File: config.mk
export PLATFORM = sky130hd
export DESIGN_NAME = layer_mac_engine
export DESIGN_NICKNAME = d
export VERILOG_FILES = /design/src/rtl/nar_pkg.sv /design/src/rtl/mac_unit.sv /design/src/rtl/layer_mac_engine.sv
export SDC_FILE = /design/constraint.sdc
export NUM_CORES = 1
export LEC_CHECK = 0
export ABC_AREA = 0
export ABC_CLOCK_PERIOD_IN_PS = 6500
export CORE_MARGIN = 1
export CORE_UTILIZATION = 53
export CTS_CLUSTER_SIZE = 24
export DETAILED_ROUTE_END_ITERATION = 16
export PLACE_DENSITY = 0.88
export SYNTH_ARGS = -nofsm -noshare
export SYNTH_HDL_FRONTEND = slang
export SYNTH_SLANG_ARGS = --single-unit
File: constraint.sdc
create_clock -name clk -period 6.5 [get_ports clk]
set_input_delay 1.3 -clock clk [delete_from_list [all_inputs] [get_ports clk]]
set_output_delay 1.3 -clock clk [all_outputs]
set_load 0.02 [all_outputs]
File: src/rtl/nar_pkg.sv
// ---------------------------------------------------------------------------
// nar_pkg
//   Types and helpers shared by the dense-layer datapath.
//
//   ACT_W   : width of one activation / weight / result (signed Q1.6)
//   PROD_W  : width of one signed ACT_W x ACT_W product
//   state_t : layer sequencer states
//   sat_s8  : clamp a wide signed value into the signed 8-bit result range
// ---------------------------------------------------------------------------
package nar_pkg;

  localparam int ACT_W  = 8;
  localparam int PROD_W = 16;

  typedef enum logic [2:0] {
    IDLE,
    FETCH,
    DRAIN,
    POST,
    EMIT
  } state_t;

  // Clamp to [-128,127]. The caller has already rescaled, so this is a pure
  // saturating narrow with no rounding term.
  function automatic logic signed [ACT_W-1:0] sat_s8(input logic signed [31:0] v);
    logic signed [ACT_W-1:0] res;
    if (v > 32'sd127) begin
      res = 8'sh7F;
    end else if (v < -32'sd128) begin
      res = 8'sh80;
    end else begin
      res = v[ACT_W-1:0];
    end
    return res;
  endfunction

endpackage

File: src/rtl/mac_unit.sv
// ---------------------------------------------------------------------------
// mac_unit
//   Signed 8x8 multiplier feeding an ACC_W-bit accumulator.
//
//   clk   in  : clock, state updates on posedge
//   rst_n in  : synchronous active-low reset, clears the accumulator
//   clr   in  : clear the accumulator (takes priority over en)
//   en    in  : add a*b into the accumulator this cycle
//   a, b  in  : signed 8-bit operands
//   acc   out : signed accumulator value
//
//   There is no overflow detection; ACC_W must cover the worst-case sum.
// ---------------------------------------------------------------------------
module mac_unit
  import nar_pkg::*;
#(
  parameter int ACC_W = 20
) (
  input  logic                    clk,
  input  logic                    rst_n,
  input  logic                    clr,
  input  logic                    en,
  input  logic signed [ACT_W-1:0] a,
  input  logic signed [ACT_W-1:0] b,
  output logic signed [ACC_W-1:0] acc
);

  logic signed [PROD_W-1:0] prod;
  logic signed [ACC_W-1:0]  prod_ext;

  assign prod     = PROD_W'(a) * PROD_W'(b);
  assign prod_ext = {{(ACC_W-PROD_W){prod[PROD_W-1]}}, prod};

  // Accumulator register: clear wins over accumulate.
  always_ff @(posedge clk) begin
    if (!rst_n) begin
      acc <= '0;
    end else if (clr) begin
      acc <= '0;
    end else if (en) begin
      acc <= acc + prod_ext;
    end
  end

endmodule

File: src/rtl/layer_mac_engine.sv
// ---------------------------------------------------------------------------
// layer_mac_engine
//   Sequences one dense layer against an external signed 8-bit weight ROM.
//   For each neuron j it walks ROM entries W_BASE + j*(N_IN+1) + k, k=0..N_IN
//   (N_IN weights followed by the bias), multiply-accumulates the weights
//   against a latched activation vector, adds the bias, rescales by
//   FRAC_BITS, applies the activation, saturates and emits one 8-bit result
//   per neuron over a valid/ready stream.
//
//   Ports:
//     clk       in  : clock
//     rst_n     in  : synchronous active-low reset
//     in_valid  in  : activation vector offered
//     in_ready  out : engine idle, vector accepted on in_valid
//     in_data   in  : N_IN signed activations, element k at [8k+7:8k]
//     w_addr    out : registered ROM address
//     w_data    in  : ROM weight for the previous cycle's w_addr
//     out_valid out : result available
//     out_ready in  : consumer accepts result
//     out_data  out : signed neuron result
//     out_idx   out : neuron index of out_data
//     out_last  out : out_idx == N_OUT-1
//     busy      out : sequencer not idle
//
//   Build option:
//     LAYER_MAC_RELU_EN : when defined, negative results are forced to zero
//                         (hidden layers); otherwise results are signed
//                         saturated to [-128,127] (output layer).
// ---------------------------------------------------------------------------
module layer_mac_engine
  import nar_pkg::*;
#(
  parameter int N_IN      = 6,
  parameter int N_OUT     = 13,
  parameter int W_BASE    = 0,
  parameter int FRAC_BITS = 6,
  parameter int ACC_W     = 20
) (
  input  logic                  clk,
  input  logic                  rst_n,
  input  logic                  in_valid,
  output logic                  in_ready,
  input  logic [ACT_W*N_IN-1:0] in_data,
  output logic [7:0]            w_addr,
  input  logic [7:0]            w_data,
  output logic                  out_valid,
  input  logic                  out_ready,
  output logic [7:0]            out_data,
  output logic [7:0]            out_idx,
  output logic                  out_last,
  output logic                  busy
);

  localparam int K_W = $clog2(N_IN + 1);

  localparam logic [K_W-1:0]          K_LAST = K_W'(N_IN);
  localparam logic [7:0]              STRIDE = 8'(N_IN + 1);
  localparam logic [7:0]              BASE   = 8'(W_BASE);
  localparam logic [7:0]              LAST_J = 8'(N_OUT - 1);
  // 1.0 in the weight/activation format; multiplying the bias by this
  // gives bias <<< FRAC_BITS through the same multiplier path.
  localparam logic signed [ACT_W-1:0] ONE_Q  = ACT_W'(1 << FRAC_BITS);

  state_t state, state_next;

  logic [K_W-1:0]          k_q;
  logic [7:0]              j_q;
  logic [7:0]              nbase_q;
  logic [ACT_W*N_IN-1:0]   act_vec;

  logic                    accept;
  logic                    handshake;
  logic                    mac_en;
  logic                    mac_clr;
  logic signed [ACT_W-1:0] act_sel;
  logic signed [ACT_W-1:0] mac_b;
  logic signed [ACC_W-1:0] acc;

  logic signed [ACC_W-1:0] r_shift;
  logic signed [31:0]      r_wide;
  logic signed [31:0]      r_act;
  logic signed [ACT_W-1:0] post_val;

  assign in_ready = rst_n && (state == IDLE);
  assign busy     = (state != IDLE);

  // State register.
  always_ff @(posedge clk) begin
    if (!rst_n) begin
      state <= IDLE;
    end else begin
      state <= state_next;
    end
  end

  // Next-state and datapath strobes. In FETCH the weight arriving this
  // cycle belongs to the address issued at k-1, so accumulation starts at
  // k=1; the bias for address k=N_IN is consumed in DRAIN.
  always_comb begin
    state_next = state;
    accept     = 1'b0;
    handshake  = 1'b0;
    mac_en     = 1'b0;
    mac_clr    = 1'b0;
    case (state)
      IDLE: begin
        if (in_valid) begin
          accept     = 1'b1;
          mac_clr    = 1'b1;
          state_next = FETCH;
        end
      end
      FETCH: begin
        mac_en = (k_q != '0);
        if (k_q == K_LAST) begin
          state_next = DRAIN;
        end
      end
      DRAIN: begin
        mac_en     = 1'b1;
        state_next = POST;
      end
      POST: begin
        state_next = EMIT;
      end
      EMIT: begin
        if (out_ready) begin
          handshake  = 1'b1;
          mac_clr    = 1'b1;
          state_next = (j_q == LAST_J) ? IDLE : FETCH;
        end
      end
      default: begin
        state_next = IDLE;
      end
    endcase
  end

  // Pick act[k-1] to pair with the weight that is arriving now.
  always_comb begin
    act_sel = '0;
    for (int i = 0; i < N_IN; i++) begin
      if (k_q == K_W'(i + 1)) begin
        act_sel = act_vec[ACT_W*i +: ACT_W];
      end
    end
  end

  assign mac_b = (state == DRAIN) ? ONE_Q : act_sel;

  mac_unit #(
    .ACC_W (ACC_W)
  ) u_mac (
    .clk   (clk),
    .rst_n (rst_n),
    .clr   (mac_clr),
    .en    (mac_en),
    .a     (w_data),
    .b     (mac_b),
    .acc   (acc)
  );

  // Post-processing: arithmetic rescale, activation, saturation.
  assign r_shift = acc >>> FRAC_BITS;
  assign r_wide  = {{(32-ACC_W){r_shift[ACC_W-1]}}, r_shift};
`ifdef LAYER_MAC_RELU_EN
  assign r_act   = r_wide[31] ? 32'sd0 : r_wide;
`else
  assign r_act   = r_wide;
`endif
  assign post_val = sat_s8(r_act);

  // Address generation, neuron bookkeeping and the output register. The
  // address and outputs only move in FETCH and POST, so they hold still
  // under output backpressure without extra gating.
  always_ff @(posedge clk) begin
    if (!rst_n) begin
      k_q       <= '0;
      j_q       <= '0;
      nbase_q   <= BASE;
      w_addr    <= BASE;
      act_vec   <= '0;
      out_valid <= 1'b0;
      out_data  <= '0;
      out_idx   <= '0;
      out_last  <= 1'b0;
    end else begin
      if (accept) begin
        act_vec <= in_data;
        k_q     <= '0;
        j_q     <= '0;
        nbase_q <= BASE;
      end
      if (state == FETCH) begin
        w_addr <= nbase_q + 8'(k_q);
        k_q    <= k_q + 1'b1;
      end
      if (state == POST) begin
        out_data  <= post_val;
        out_idx   <= j_q;
        out_last  <= (j_q == LAST_J);
        out_valid <= 1'b1;
      end
      if (handshake) begin
        out_valid <= 1'b0;
        k_q       <= '0;
        j_q       <= j_q + 8'd1;
        nbase_q   <= nbase_q + STRIDE;
      end
    end
  end

endmodule

# ---- Word level (Yosys, flattened, before mapping)
# Index checks and enable logic that the tools add are counted.
dict set report word_totals {
  regBits 116
  output_inout_bits 28
  elab_cells 68
}
dict set report op_classes {
  addsub 5
  mul 1
  magnitude_cmp 2
  eq_ne 14
  muxes 25
  bitwise_logic 1
  n_reduce_logical 9
}
# cell count
set op_table {}
lappend op_table {{2-to-1 mux 8 bit} 12}
lappend op_table {{adder 20 x 16 -> 20 bit} 1}
lappend op_table {{multiplier 8 x 8 -> 16 bit} 1}
lappend op_table {{2-to-1 mux 3 bit} 5}
lappend op_table {{one-hot mux 3 bit (5 select lines)} 1}
lappend op_table {{> comparator 14 x 8 -> 1 bit (second input constant)} 1}
lappend op_table {{< comparator 14 x 8 -> 1 bit (second input constant)} 1}
lappend op_table {{equality test 3 x 2 -> 1 bit (second input constant)} 4}
lappend op_table {{equality test 3 bit (second input constant)} 4}
lappend op_table {{adder 8 x 1 -> 8 bit (second input constant)} 1}
lappend op_table {{adder 8 x 3 -> 8 bit} 1}
lappend op_table {{adder 8 x 3 -> 8 bit (second input constant)} 1}
lappend op_table {{equality test 8 x 4 -> 1 bit (second input constant)} 1}
lappend op_table {{equality test 3 x 1 -> 1 bit (second input constant)} 2}
lappend op_table {{inequality test 2 bit (second input constant)} 3}
lappend op_table {{nonzero test 3 bit} 2}
lappend op_table {{2-to-1 mux 1 bit} 5}
lappend op_table {{one-hot mux 1 bit (2 select lines)} 2}
lappend op_table {{nonzero test 2 bit} 2}
lappend op_table {{OR reduction 2 bit} 2}
lappend op_table {{adder 3 x 1 -> 3 bit (second input constant)} 1}
lappend op_table {{zero test 3 bit} 1}
lappend op_table {{AND reduction 3 bit} 1}
lappend op_table {{logical AND 1 bit} 1}
lappend op_table {{NOT 1 bit} 1}

# ---- Depth between registers and ports, before layout
# Gate-level depths: netlist of run 1.
dict set report depth {
  word_depth 10
  ltp_mapped 26
  ltp_nobuf 24
}

# ---- Cells and area by module
# A second synthesis of run 1 with hierarchy kept.
dict set report hier_totals {
  cells_unflattened 1039
  area_unflattened_um2 8873.5
}
# mod instances cells_per_inst area_each_um2
set by_module_without_submodules {}
lappend by_module_without_submodules {layer_mac_engine 1 586 4539.4}
lappend by_module_without_submodules {mac_unit 1 453 4334.2}

# ---- Worst setup path after synthesis of run 1
# OpenSTA, ideal clock, no wires.
dict set report synth_path {
  path_type {register -> register}
  startpoint {register k_q[2]}
  endpoint {register u_mac.acc[16]}
  t_arrival_ps 6225
  required_time_ps 6383
  path_slack_ps 158
  path_stages_with_launch 25
  n_path_buf 2
  synth_period_minus_slack_ps 6342
  path_cell_list {dfxtp_1 > inv_2 > ha_1 > buf_4 > nand2_1 > o21ai_0 > mux2i_1 > o211a_1 > a311oi_4 > and2_1 > fa_1 > fa_1 > fa_1 > inv_1 > fa_1 > inv_1 > ha_1 > ha_1 > clkbuf_1 > o21a_1 > and3_1 > and2_1 > o32ai_1 > mux2i_1 > nand2_1}
}
dict set report synth_via {
  elab_chain_cells 10
  word_cells_on_any_way 17
}
# item line
set synth_rtl {}
lappend synth_rtl {{start: declaration} layer_mac_engine.sv:66} ;# logic [K_W-1:0] k_q;
lappend synth_rtl {{start signal: assignment} layer_mac_engine.sv:196} ;# k_q <= k_q + 1'b1;
lappend synth_rtl {{equality test 3 x 1 -> 1 bit} layer_mac_engine.sv:143} ;# if (k_q == K_W'(i + 1)) begin
lappend synth_rtl {{2-to-1 mux 8 bit (6 in a row)} layer_mac_engine.sv:143}
lappend synth_rtl {{2-to-1 mux 8 bit} layer_mac_engine.sv:149} ;# assign mac_b = (state == DRAIN) ? ONE_Q : act_sel;
lappend synth_rtl {{multiplier 8 x 8 -> 16 bit} mac_unit.sv:31} ;# assign prod = PROD_W'(a) * PROD_W'(b);
lappend synth_rtl {{adder 20 x 16 -> 20 bit} mac_unit.sv:41} ;# acc <= acc + prod_ext;
lappend synth_rtl {{end signal: assignment} mac_unit.sv:41}
lappend synth_rtl {{end: declaration} mac_unit.sv:25} ;# output logic signed [ACC_W-1:0] acc
# Parallel ways exist; a longest one is shown, timed or not.
# A chain may end at the register's enable or synchronous reset.

# ---- Final worst setup path of run 1
dict set report layout_path {
  startpoint {register k_q[1]}
  endpoint {register u_mac.acc[10]}
}
# Same word-level chain as after synthesis.

==> results.sh, run 1 <==
export IMPL_status="finished, final reports clean"
export IMPL_synth_edff_count=0
export IMPL_crit_arrival_ns=6.78
export IMPL_place_gp_congestion=0.904
export IMPL_drc_errors=0
export IMPL_synth_flop_cell="dfxtp_1"
export IMPL_hold_viol=0
export IMPL_synth_area_leader_cell="dfxtp_1"
export IMPL_dieArea_um2=17600
export IMPL_final_common_cell="nand2_1"
export IMPL_ant_nets=0
export IMPL_post_route_period_util_pct=99.4
export IMPL_grt_pass1_wl_mm=37.7
export IMPL_yosys_warnings=0
export IMPL_period_needed_ns=6.46
export IMPL_drtIter0Drc=574
export IMPL_cts_root_buffer="clkbuf_16"
export IMPL_crit_path_end="u_mac.acc[10]"
export IMPL_nNetsFinal=1366
export IMPL_hpwl_mm=16.7
export IMPL_regArea_um2=2320
export IMPL_clockBufferDepth=2
export IMPL_stdcell_count=1392
export IMPL_clk_pin_slew_ns=0.06
export IMPL_min_path_type="register to register"
export IMPL_synthesis_area_um2=9050
export IMPL_cp_data_required_time_ns=6.82
export IMPL_multi_input_area_um2=6090
export IMPL_synth_cell_types=67
export IMPL_r2r_start="k_q[1]"
export IMPL_synth_largest_type_area_fraction_pct=25.6
export IMPL_synth_fp_nets=1276
export IMPL_slew_viol_final=0
export IMPL_antenna_found_initial=1
export IMPL_routed_via_density=5.68
export IMPL_initial_utilization_pct=54.4
export IMPL_fin_skew_ns=0.00830
export IMPL_reg2reg_depth=23
export IMPL_clkSinkCount=116
export IMPL_grtUsageTotal_pct=27.2
export IMPL_ios=88
export IMPL_synth_area_leaders="dfxtp_1 26%, fa_1 20%, nand2_1 9.8%"
export IMPL_drive_gt1_share_pct=8.87
export IMPL_die_h_um=133
export IMPL_totalWireLength_mm=23.8
export IMPL_n_antenna_cell=0
export IMPL_cts_buffers=17
export IMPL_first_pass_iters=6
export IMPL_final_setup_worst_slack_ns=0.0375
export IMPL_rrSetupSlack_ns=0.04
export IMPL_pre_cts_slack_ns=-0.127
export IMPL_syn_avg_cell_area_um2=8.46
export IMPL_cts_htree_levels=4
export IMPL_final_cell_mix="237 x nand2_1, 122 x a21oi_1, 114 x dfxtp_1"
export IMPL_critPathCaptureType="register"
export IMPL_critPathKind="register to register"
export IMPL_ys_seq_area_share_pct=25.6
export IMPL_syn_inst=1070
export IMPL_die_w_um=133
export IMPL_slew_limit_headroom_pct=34.4
export IMPL_cp_max_fo=11
export IMPL_cts_hold_buffers=0
export IMPL_setup_viol=0
export IMPL_r2r_end="u_mac.acc[10]"
export IMPL_totalPowerFinal_mw=3.31
export IMPL_crit_path_start_kind="register"
export IMPL_cts_tree="done"
export IMPL_dpl_cell_count=1352
export IMPL_fin_util_pct=65.6
export IMPL_fmax_mhz=155
export IMPL_num_vias=7910
export IMPL_peakVddDrop_mv=0.256
export IMPL_grt_start_max_net_pins=88
export IMPL_async_flop_share_pct=0
export IMPL_rows=47
export IMPL_maxCapViolCount=0
export IMPL_pwr_density_cell_nw_per_um2=303
export IMPL_areaGrowthSynthToFinish_pct=20.5
export IMPL_coreArea_um2=16600
export IMPL_clock_latency_ns=0.42
export IMPL_fill_cells=1269
export IMPL_tightest_slew_ns=0.981
export IMPL_grt_pass1_vias=7858
export IMPL_p_leak_nw=4.74
export IMPL_place_port_buffers=87
export IMPL_globalRouteOverflowTotal=0
export IMPL_wl_per_cell_um=17.1
export IMPL_ys_ff_latch=116
export IMPL_cp_startpoint="k_q[1]"
[layer usage]
layer / track usage, % / vias up / part of all wire, % / wire length (µm)
met5: 0 / - / 0.055 / 13
met4: 14.6 / 2 / 4.9 / 1170
met3: 4.83 / 95 / 6.7 / 1600
met2: 48.1 / 328 / 51 / 12000
met1: 31.4 / 3801 / 38 / 8990
li1: - / 3684 / - / -
[worst max-delay path, cell delays in order (launching register included)]
cell and delay (ns):
dfxtp_2 0.39, ha_1 0.21, ha_4 0.22, nand2_1 0.10, o21ai_0 0.29, mux2i_1 0.13
o211a_1 0.25, a311oi_2 0.27, buf_4 0.22, nand2_1 0.08, fa_1 0.48, fa_1 0.54
inv_1 0.05, fa_1 0.50, fa_1 0.60, fa_1 0.45, ha_1 0.37, o21ai_1 0.24
buf_4 0.15, o21bai_1 0.07, a21oi_1 0.26, xnor2_1 0.18, nand2_1 0.10, a21oi_1 0.20
[logic make-up after synthesis]
| kind of cell | share of synthesized area (%) |
|---|---|
| fa+ha+maj | 27.6 |
| mux | 1.33 |
| buf+inv | 7.88 |
| compound gates | 15.7 |
| simple gates | 20.1 |
| flops | 25.6 |
| xor+xnor | 1.74 |
[report_power, final]
group / switching (mW) / internal (mW)
Clock: 0.331 / 0.709
Combinational: 0.843 / 0.540
Sequential: 0.0801 / 0.805
Total: 1.25 / 2.05
[cell type report]
class / count / area share, %
Multi-Input combinational cell: 793 / 55.8
Sequential cell: 116 / 21.3
Timing Repair Buffer: 124 / 10.7
Clock buffer: 23 / 4.38
Inverter: 108 / 3.71
Tap cell: 220 / 2.52
Clock inverter: 8 / 1.58
[how the worst min path moves through the flow]
| stage | startpoint | end | slack [ns] | depth (start not counted) |
|---|---|---|---|---|
| after floorplan | u_mac.acc[1] | u_mac.acc[1] | 0.43 | 2 |
| after global placement | u_mac.acc[2] | u_mac.acc[2] | 0.44 | 2 |
| after detailed placement | u_mac.acc[3] | u_mac.acc[3] | 0.45 | 2 |
| after CTS | u_mac.acc[3] | u_mac.acc[3] | 0.45 | 2 |
| after global routing | out_data[0] | out_data[0] | 0.47 | 2 |
| final | u_mac.acc[3] | u_mac.acc[3] | 0.45 | 2 |
[synth_stat cells (4+ instances only)]
master and number:
and2_1 40, nor2_1 43, dfxtp_1 116, a21oi_1 122, nand3_1 15, buf_6 6, a31oi_1 7, clkbuf_1 20
buf_2 14, nand2b_1 9, a21o_1 6, o21ai_0 40, o211a_1 7, ha_1 56, xnor2_1 14, a311oi_1 4
nor3_1 10, mux2i_1 12, a311oi_4 5, buf_4 12, nand2_1 237, a211oi_1 7, fa_1 90, inv_1 106
or3_1 7, xor2_1 4
[per-stage QoR]
stage	hold WS, ns	area (µm²)	setup TNS, ns
after floorplan	0.432	9050	0
after global placement	0.438	10100	0
after detailed placement	0.446	10100	-0.218
after CTS	0.454	10800	0
after global routing	0.470	10900	-1.47
final	0.452	10900	0
[flip-flops by register name (all words and copies together), names as in the netlist]
name / count
nbase_q: 8
out_last: 1
out_valid: 1
act_vec: 48
k_q: 3
out_data: 8
out_idx: 8
j_q: 8
state: 3
u_mac.acc: 20
w_addr: 8
[repair_timing]
action,in CTS,in global routing
pin swaps,2,7
buffers inserted,0,9
setup endpoints to repair,7,10
resized for setup,2,20
Note: power is estimated with default switching activity, not from simulation.
==> run 2, diff against run 1 <==
--- a/config.mk
+++ b/config.mk
@@ -12,6 +12,7 @@
 export CTS_CLUSTER_SIZE = 24
 export DETAILED_ROUTE_END_ITERATION = 16
 export PLACE_DENSITY = 0.88
+export SKIP_LAST_GASP = 1
 export SYNTH_ARGS = -nofsm -noshare
 export SYNTH_HDL_FRONTEND = slang
 export SYNTH_SLANG_ARGS = --single-unit
==> run 2 against run 1 <==
  * Utilization down 0.075 points
  * Largest power group unchanged
  * Die area unchanged
  * Maximum frequency up 0.50%
  * Global-route usage unchanged
==> results.sh, run 2 (synthesis gave the netlist of run 1 again) <==
export IMPL_post_route_period_util_pct=98.9
export IMPL_crit_chain="ha_1 -> ha_4 -> nand2_1 -> o21ai_0 -> mux2i_1 -> o211a_1 -> a311oi_2 -> buf_4 -> nand2_1 -> fa_1 -> fa_1 -> inv_1 -> fa_1 -> fa_1 -> fa_1 -> ha_1 -> o211ai_1 -> o21ai_2 -> buf_4 -> buf_4 -> a31oi_1 -> xnor2_1 -> nand2_1 -> a21oi_1"
export IMPL_clkPwrFrac_pct=31.5
export IMPL_rows=47
export IMPL_fin_util_pct=65.5
export IMPL_first_pass_iters=5
export IMPL_seq_power_share_pct=26.8
export IMPL_num_vias=7957
export IMPL_tightest_slew_ns=0.969
export IMPL_p_switching_mw=1.25
export IMPL_fill_cells=1273
export IMPL_p_int_mw=2.05
export IMPL_p_leak_nw=4.74
export IMPL_design_area_um2=10900
export IMPL_largestRegisters="act_vec: 48 flops, u_mac.acc: 20 flops"
export IMPL_place_gp_congestion=0.904
export IMPL_rsz0062_at_grt="true"
export IMPL_fin_skew_ns=0.00674
export IMPL_n_antenna_cell=0
export IMPL_initial_utilization_pct=54.4
export IMPL_antenna_found_initial=1
export IMPL_grt_util_met2_pct=48.1
export IMPL_setup_viol=0
export IMPL_max_flop_register="act_vec"
export IMPL_pwr_density_cell_nw_per_um2=302
export IMPL_holdWs_ns=0.454
export IMPL_cts_hold_buffers=0
export IMPL_totalWireLength_mm=23.7
export IMPL_final_common_cell="nand2_1"
export IMPL_cp_slowest_cell="fa_1"
export IMPL_die_h_um=133
export IMPL_power_frac_comb_pct=41.7
export IMPL_regArea_um2=2320
export IMPL_cts_buffers=17
export IMPL_slew_viol_final=0
export IMPL_critPathKind="register to register"
export IMPL_critPathCaptureType="register"
export IMPL_clk_pin_slew_ns=0.05
export IMPL_period_needed_ns=6.43
export IMPL_slew_limit_headroom_pct=35.2
export IMPL_cts_htree_levels=4
export IMPL_crit_arrival_ns=6.76
export IMPL_final_cell_mix="237 x nand2_1, 122 x a21oi_1, 114 x dfxtp_1"
export IMPL_maxCapViolCount=0
export IMPL_fmax_mhz=156
export IMPL_pre_cts_slack_ns=-0.127
export IMPL_dieArea_um2=17600
export IMPL_crit_path_start_kind="register"
export IMPL_ios=88
export IMPL_clkSinkCount=116
export IMPL_clockBufferDepth=2
export IMPL_drtIter0Drc=634
export IMPL_routed_via_density=5.72
export IMPL_coreArea_um2=16600
export IMPL_nNetsFinal=1366
export IMPL_cp_data_required_time_ns=6.83
export IMPL_cpMostUsedCell="fa_1"
export IMPL_grt_pass1_vias=7858
export IMPL_status="finished, final reports clean"
export IMPL_multi_input_area_um2=6070
export IMPL_grt_util_met1_pct=31.4
export IMPL_stdcell_count=1392
export IMPL_dpl_cell_count=1352
export IMPL_top_usage_layer="met2"
export IMPL_clock_latency_ns=0.42
export IMPL_place_area_um2=10100
export IMPL_min_path_type="register to register"
export IMPL_cts_tree="done"
export IMPL_slowest_delay_ns=0.60
export IMPL_cts_root_buffer="clkbuf_16"
export IMPL_final_setup_worst_slack_ns=0.0697
export IMPL_sw_frac_of_total_pct=37.9
export IMPL_areaGrowthSynthToFinish_pct=20.4
export IMPL_largest_reg_flops=48
export IMPL_hold_viol=0
export IMPL_globalRouteOverflowTotal=0
export IMPL_die_w_um=133
export IMPL_peakVddDrop_mv=0.256
export IMPL_grt_start_max_net_pins=88
export IMPL_drc_errors=0
export IMPL_ant_nets=0
export IMPL_drive_gt1_share_pct=8.79
export IMPL_grtUsageTotal_pct=27.2
export IMPL_place_port_buffers=87
export IMPL_use_met3_pct=4.83
export IMPL_grt_pass1_wl_mm=37.7
export IMPL_wl_per_cell_um=17.0
export IMPL_hpwl_mm=16.7
export IMPL_cp_max_fo=11
==> run 2: critical path: cells and delay by family, from the launching register on <==
family | cells | cell delay, ns
fa+ha+maj | 8 | 3.37
compound gates | 7 | 1.49
buf+inv | 4 | 0.56
flops | 1 | 0.38
simple gates | 3 | 0.25
xor+xnor | 1 | 0.15
mux | 1 | 0.14
==> run 2: routing by layer <==
| layer | vias to the layer above | routed length [µm] | part of all wire [%] |
|---|---|---|---|
| met1 | 3873 | 9120 | 39 |
| li1 | 3683 | - | - |
| met4 | 2 | 1060 | 4.5 |
| met2 | 318 | 12100 | 51 |
| met5 | - | 13 | 0.055 |
| met3 | 81 | 1380 | 5.8 |
==> run 2: layout make-up <==
class / instances / area share [%]
clock buffer: 23 / 4.38
multi-input combinational: 793 / 55.7
sequential: 116 / 21.3
clock inverter: 8 / 1.58
timing repair buffer: 124 / 10.8
inverter: 108 / 3.72
tap: 220 / 2.52
==> run 2: repair_timing <==
item | 4_1_cts | 5_1_grt
setup endpoints to repair | 7 | 10
endpoints found under the hold margin | 0 | 0
setup buffers | 0 | 9
pin swaps | 2 | 7
gates cloned | 0 | 0
gates resized for setup | 2 | 19
==> run 2: final timing paths <==
kind	from	endpoint	slack [ns]	depth (start not counted)
setup / recovery	k_q[1]	u_mac.acc[11]	0.07	24
hold / removal	out_data[7]	out_data[7]	0.45	2
setup reg to reg	k_q[1]	u_mac.acc[11]	0.07	24
hold reg to reg	out_data[7]	out_data[7]	0.45	2
==> run 2: power by group through the flow <==
stage | clock, mW | sequential (mW) | combinational, mW
4_1_cts | 1.05 | 0.879 | 1.33
3_3_place_gp | 0 | 0.888 | 1.26
5_1_grt | 1.08 | 0.893 | 1.52
6_report | 1.04 | 0.884 | 1.37
2_1_floorplan | 0 | 0.879 | 0.993
3_5_place_dp | 0 | 0.892 | 1.31
==> run 2: per-stage QoR <==
stage	TNS (ns)	total power, mW
final	0	3.30
after global placement	0	2.15
after global routing	-1.36	3.49
after CTS	0	3.26
after floorplan	0	1.87
after detailed placement	-0.218	2.21
==> run 3, diff against run 2 <==
--- a/config.mk
+++ b/config.mk
@@ -5,13 +5,14 @@
 export SDC_FILE = /design/constraint.sdc
 export NUM_CORES = 1
 export LEC_CHECK = 0
-export ABC_AREA = 0
+export ABC_AREA = 1
 export ABC_CLOCK_PERIOD_IN_PS = 6500
 export CORE_MARGIN = 1
 export CORE_UTILIZATION = 53
 export CTS_CLUSTER_SIZE = 24
 export DETAILED_ROUTE_END_ITERATION = 16
 export PLACE_DENSITY = 0.88
+export REMOVE_ABC_BUFFERS = 1
 export SKIP_LAST_GASP = 1
 export SYNTH_ARGS = -nofsm -noshare
 export SYNTH_HDL_FRONTEND = slang
==> run 3 against run 2 <==
  * Cell area shrank 2.3%
  * Final cell count is 7.3% higher
  * Maximum frequency grew 4.1%
  * Largest cell class unchanged
  * Clock power shrank 5%
  * Critical endpoint is now u_mac.acc[13]
  * Via count up 1.1%
  * Global-route usage grew 0.56 points
  * Critical path type unchanged
  * Utilization down 1.3 points
  * Critical path depth increased by 3
  * Register-to-register slack improved by 0.25 ns
  * Combinational power up 9%
  * First-iteration DRC count rose by 11%
==> results.sh, run 3 <==
export IMPL_status="finished, final reports clean"
export IMPL_clk_pin_slew_ns=0.06
export IMPL_syn_avg_cell_area_um2=7.61
export IMPL_die_w_um=132
export IMPL_cts_tree="done"
export IMPL_fill_cells=1337
export IMPL_synthSimpleGateAreaFrac_pct=18.5
export IMPL_largest_reg_flops=48
export IMPL_cpMostUsedCell="inv_1"
export IMPL_place_port_buffers=87
export IMPL_synth_area_leader_cell="dfxtp_1"
export IMPL_synthTopCellsByCount="233 x inv_1, 211 x nand2_1, 119 x a21oi_1"
export IMPL_slew_limit_headroom_pct=42.9
export IMPL_cts_buffers=17
export IMPL_period_needed_ns=6.18
export IMPL_ys_seq_area_share_pct=25.9
export IMPL_hpwl_mm=16.6
export IMPL_ant_nets=0
export IMPL_synth_cell_types=45
export IMPL_met3_length_mm=1.65
export IMPL_muxShareOfSynthArea_pct=0
export IMPL_drive_gt1_share_pct=5.57
export IMPL_clock_latency_ns=0.43
export IMPL_pwr_density_cell_nw_per_um2=313
export IMPL_n_antenna_cell=0
export IMPL_syn_inst=1180
export IMPL_ys_ff_latch=116
export IMPL_cp_max_fo=9
export IMPL_synth_area_leaders="dfxtp_1 26%, fa_1 20%, inv_1 9.7%"
export IMPL_largestRegisters="act_vec: 48 flops, u_mac.acc: 20 flops"
export IMPL_synth_flop_cell="dfxtp_1"
export IMPL_critPathKind="register to register"
export IMPL_fmax_mhz=162
export IMPL_met2_length_mm=10.9
export IMPL_grt_pass1_vias=8272
export IMPL_yosys_warnings=0
export IMPL_p_leak_nw=5.06
export IMPL_synth_xor_area_share_pct=1.17
export IMPL_synth_largest_type_area_fraction_pct=25.9
export IMPL_coreArea_um2=16600
export IMPL_setup_viol=0
export IMPL_tightest_slew_ns=0.855
export IMPL_synth_compound_area_share_pct=14.5
export IMPL_async_flop_share_pct=0
export IMPL_slowest_delay_ns=0.66
export IMPL_clkSinkCount=116
export IMPL_cp_slowest_cell="fa_1"
export IMPL_wl_met1_mm=9.65
export IMPL_final_common_cell="inv_1"
export IMPL_slew_viol_final=0
export IMPL_peakVddDrop_mv=0.231
export IMPL_fin_skew_ns=0.00818
export IMPL_rsz0062_at_grt="false"
export IMPL_synth_top_family_by_area="adder cells"
export IMPL_rows=47
export IMPL_synth_edff_count=0
export IMPL_cts_htree_levels=4
export IMPL_place_gp_congestion=0.937
export IMPL_grt_start_max_net_pins=77
export IMPL_fin_util_pct=64.3
export IMPL_totalWireLength_mm=22.7
export IMPL_areaGrowthSynthToFinish_pct=18.7
export IMPL_routed_via_density=5.38
export IMPL_crit_arrival_ns=6.50
export IMPL_maxCapViolCount=0
export IMPL_initial_utilization_pct=54.1
export IMPL_critPathCaptureType="register"
export IMPL_dieArea_um2=17500
export IMPL_cts_setup_buffers=0
export IMPL_drc_errors=0
export IMPL_crit_buf_inv=8
export IMPL_synthesis_area_um2=8980
export IMPL_regArea_um2=2320
export IMPL_multi_input_area_um2=5590
export IMPL_grt_pass1_wl_mm=38.8
export IMPL_topRoutingLayerUsed="met4"
export IMPL_nNetsFinal=1467
export IMPL_drtIter0Drc=704
export IMPL_first_pass_iters=5
export IMPL_hold_viol=0
export IMPL_ios=88
export IMPL_globalRouteOverflowTotal=0
export IMPL_min_path_type="register to register"
export IMPL_die_h_um=132
export IMPL_wl_per_cell_um=15.2
export IMPL_crit_path_start_kind="register"
export IMPL_path_delay_family="adder cells"
export IMPL_post_route_period_util_pct=95.1
export IMPL_grtUsageTotal_pct=27.8
export IMPL_cts_root_buffer="clkbuf_16"
export IMPL_max_flop_register="act_vec"
export IMPL_tns_ns=0
export IMPL_antenna_found_initial=0
export IMPL_synthAdderAreaFrac_pct=27.9
export IMPL_num_vias=8044
export IMPL_yosys_cell_count_top_type="inv_1"
export IMPL_clockBufferDepth=2
export IMPL_cp_data_required_time_ns=6.82
export IMPL_final_cell_mix="233 x inv_1, 207 x nand2_1, 119 x a21oi_1"
run 3: final cells by class:
cell class              instances  area share [%]
multi-input cells             788            52.5
flip-flops and latches        116            21.8
repair buffers                 95            8.74
inverters                     243            8.61
clock buffers                  21            4.13
well taps                     220            2.58
clock inverters                11            1.67
run 3: worst min-delay path, stage by stage (launching register included):
cell and delay, ns:
dfxtp_1 0.29, inv_1 0.05, a21oi_1 0.05
run 3: kinds of logic after synthesis:
family	count (synthesis)
AND/OR/NAND/NOR	390
buffers and inverters	276
adder cells (fa/ha/maj)	146
flip-flops	116
XOR/XNOR	12
AO/OA/AOI/OAI	240
run 3: timing repair:
action	in CTS	in global routing
hold endpoints to repair	0	0
resized for setup	0	7
setup endpoints to repair	0	10
hold buffers	0	0
run 3: path summary, 6_finish.rpt:
kind / from / to / slack [ns] / cells after the start
max: k_q[1] / u_mac.acc[13] / 0.32 / 27
min: act_vec[34] / act_vec[34] / 0.45 / 2
max reg2reg: k_q[1] / u_mac.acc[13] / 0.32 / 27
min reg2reg: act_vec[34] / act_vec[34] / 0.45 / 2
run 3: where the power goes:
part	total (mW)	switching, mW	internal (mW)
Clock	0.990	0.346	0.644
Combinational	1.49	0.938	0.556
Sequential	0.848	0.0557	0.793
run 3: routing by layer:
metal	track usage (%)	up-vias
li1	-	3873
met5	0	-
met2	46.1	340
met3	6.04	57
met4	11.0	0
met1	35.4	3774
run 3: metrics by stage:
| stage | hold WS [ns] | instances | total power [mW] | cell area, µm² | worst slack, ns |
|---|---|---|---|---|---|
| 2_1_floorplan | 0.424 | 1147 | 1.90 | 8810 | 0.556 |
| 3_3_place_gp | 0.434 | 1462 | 2.25 | 10000 | 0.371 |
| 3_5_place_dp | 0.444 | 1462 | 2.30 | 10000 | 0.237 |
| 4_1_cts | 0.451 | 1494 | 3.32 | 10600 | 0.234 |
| 5_1_grt | 0.467 | 1494 | 3.60 | 10700 | 0.00780 |
| 6_report | 0.452 | 1494 | 3.33 | 10700 | 0.321 |
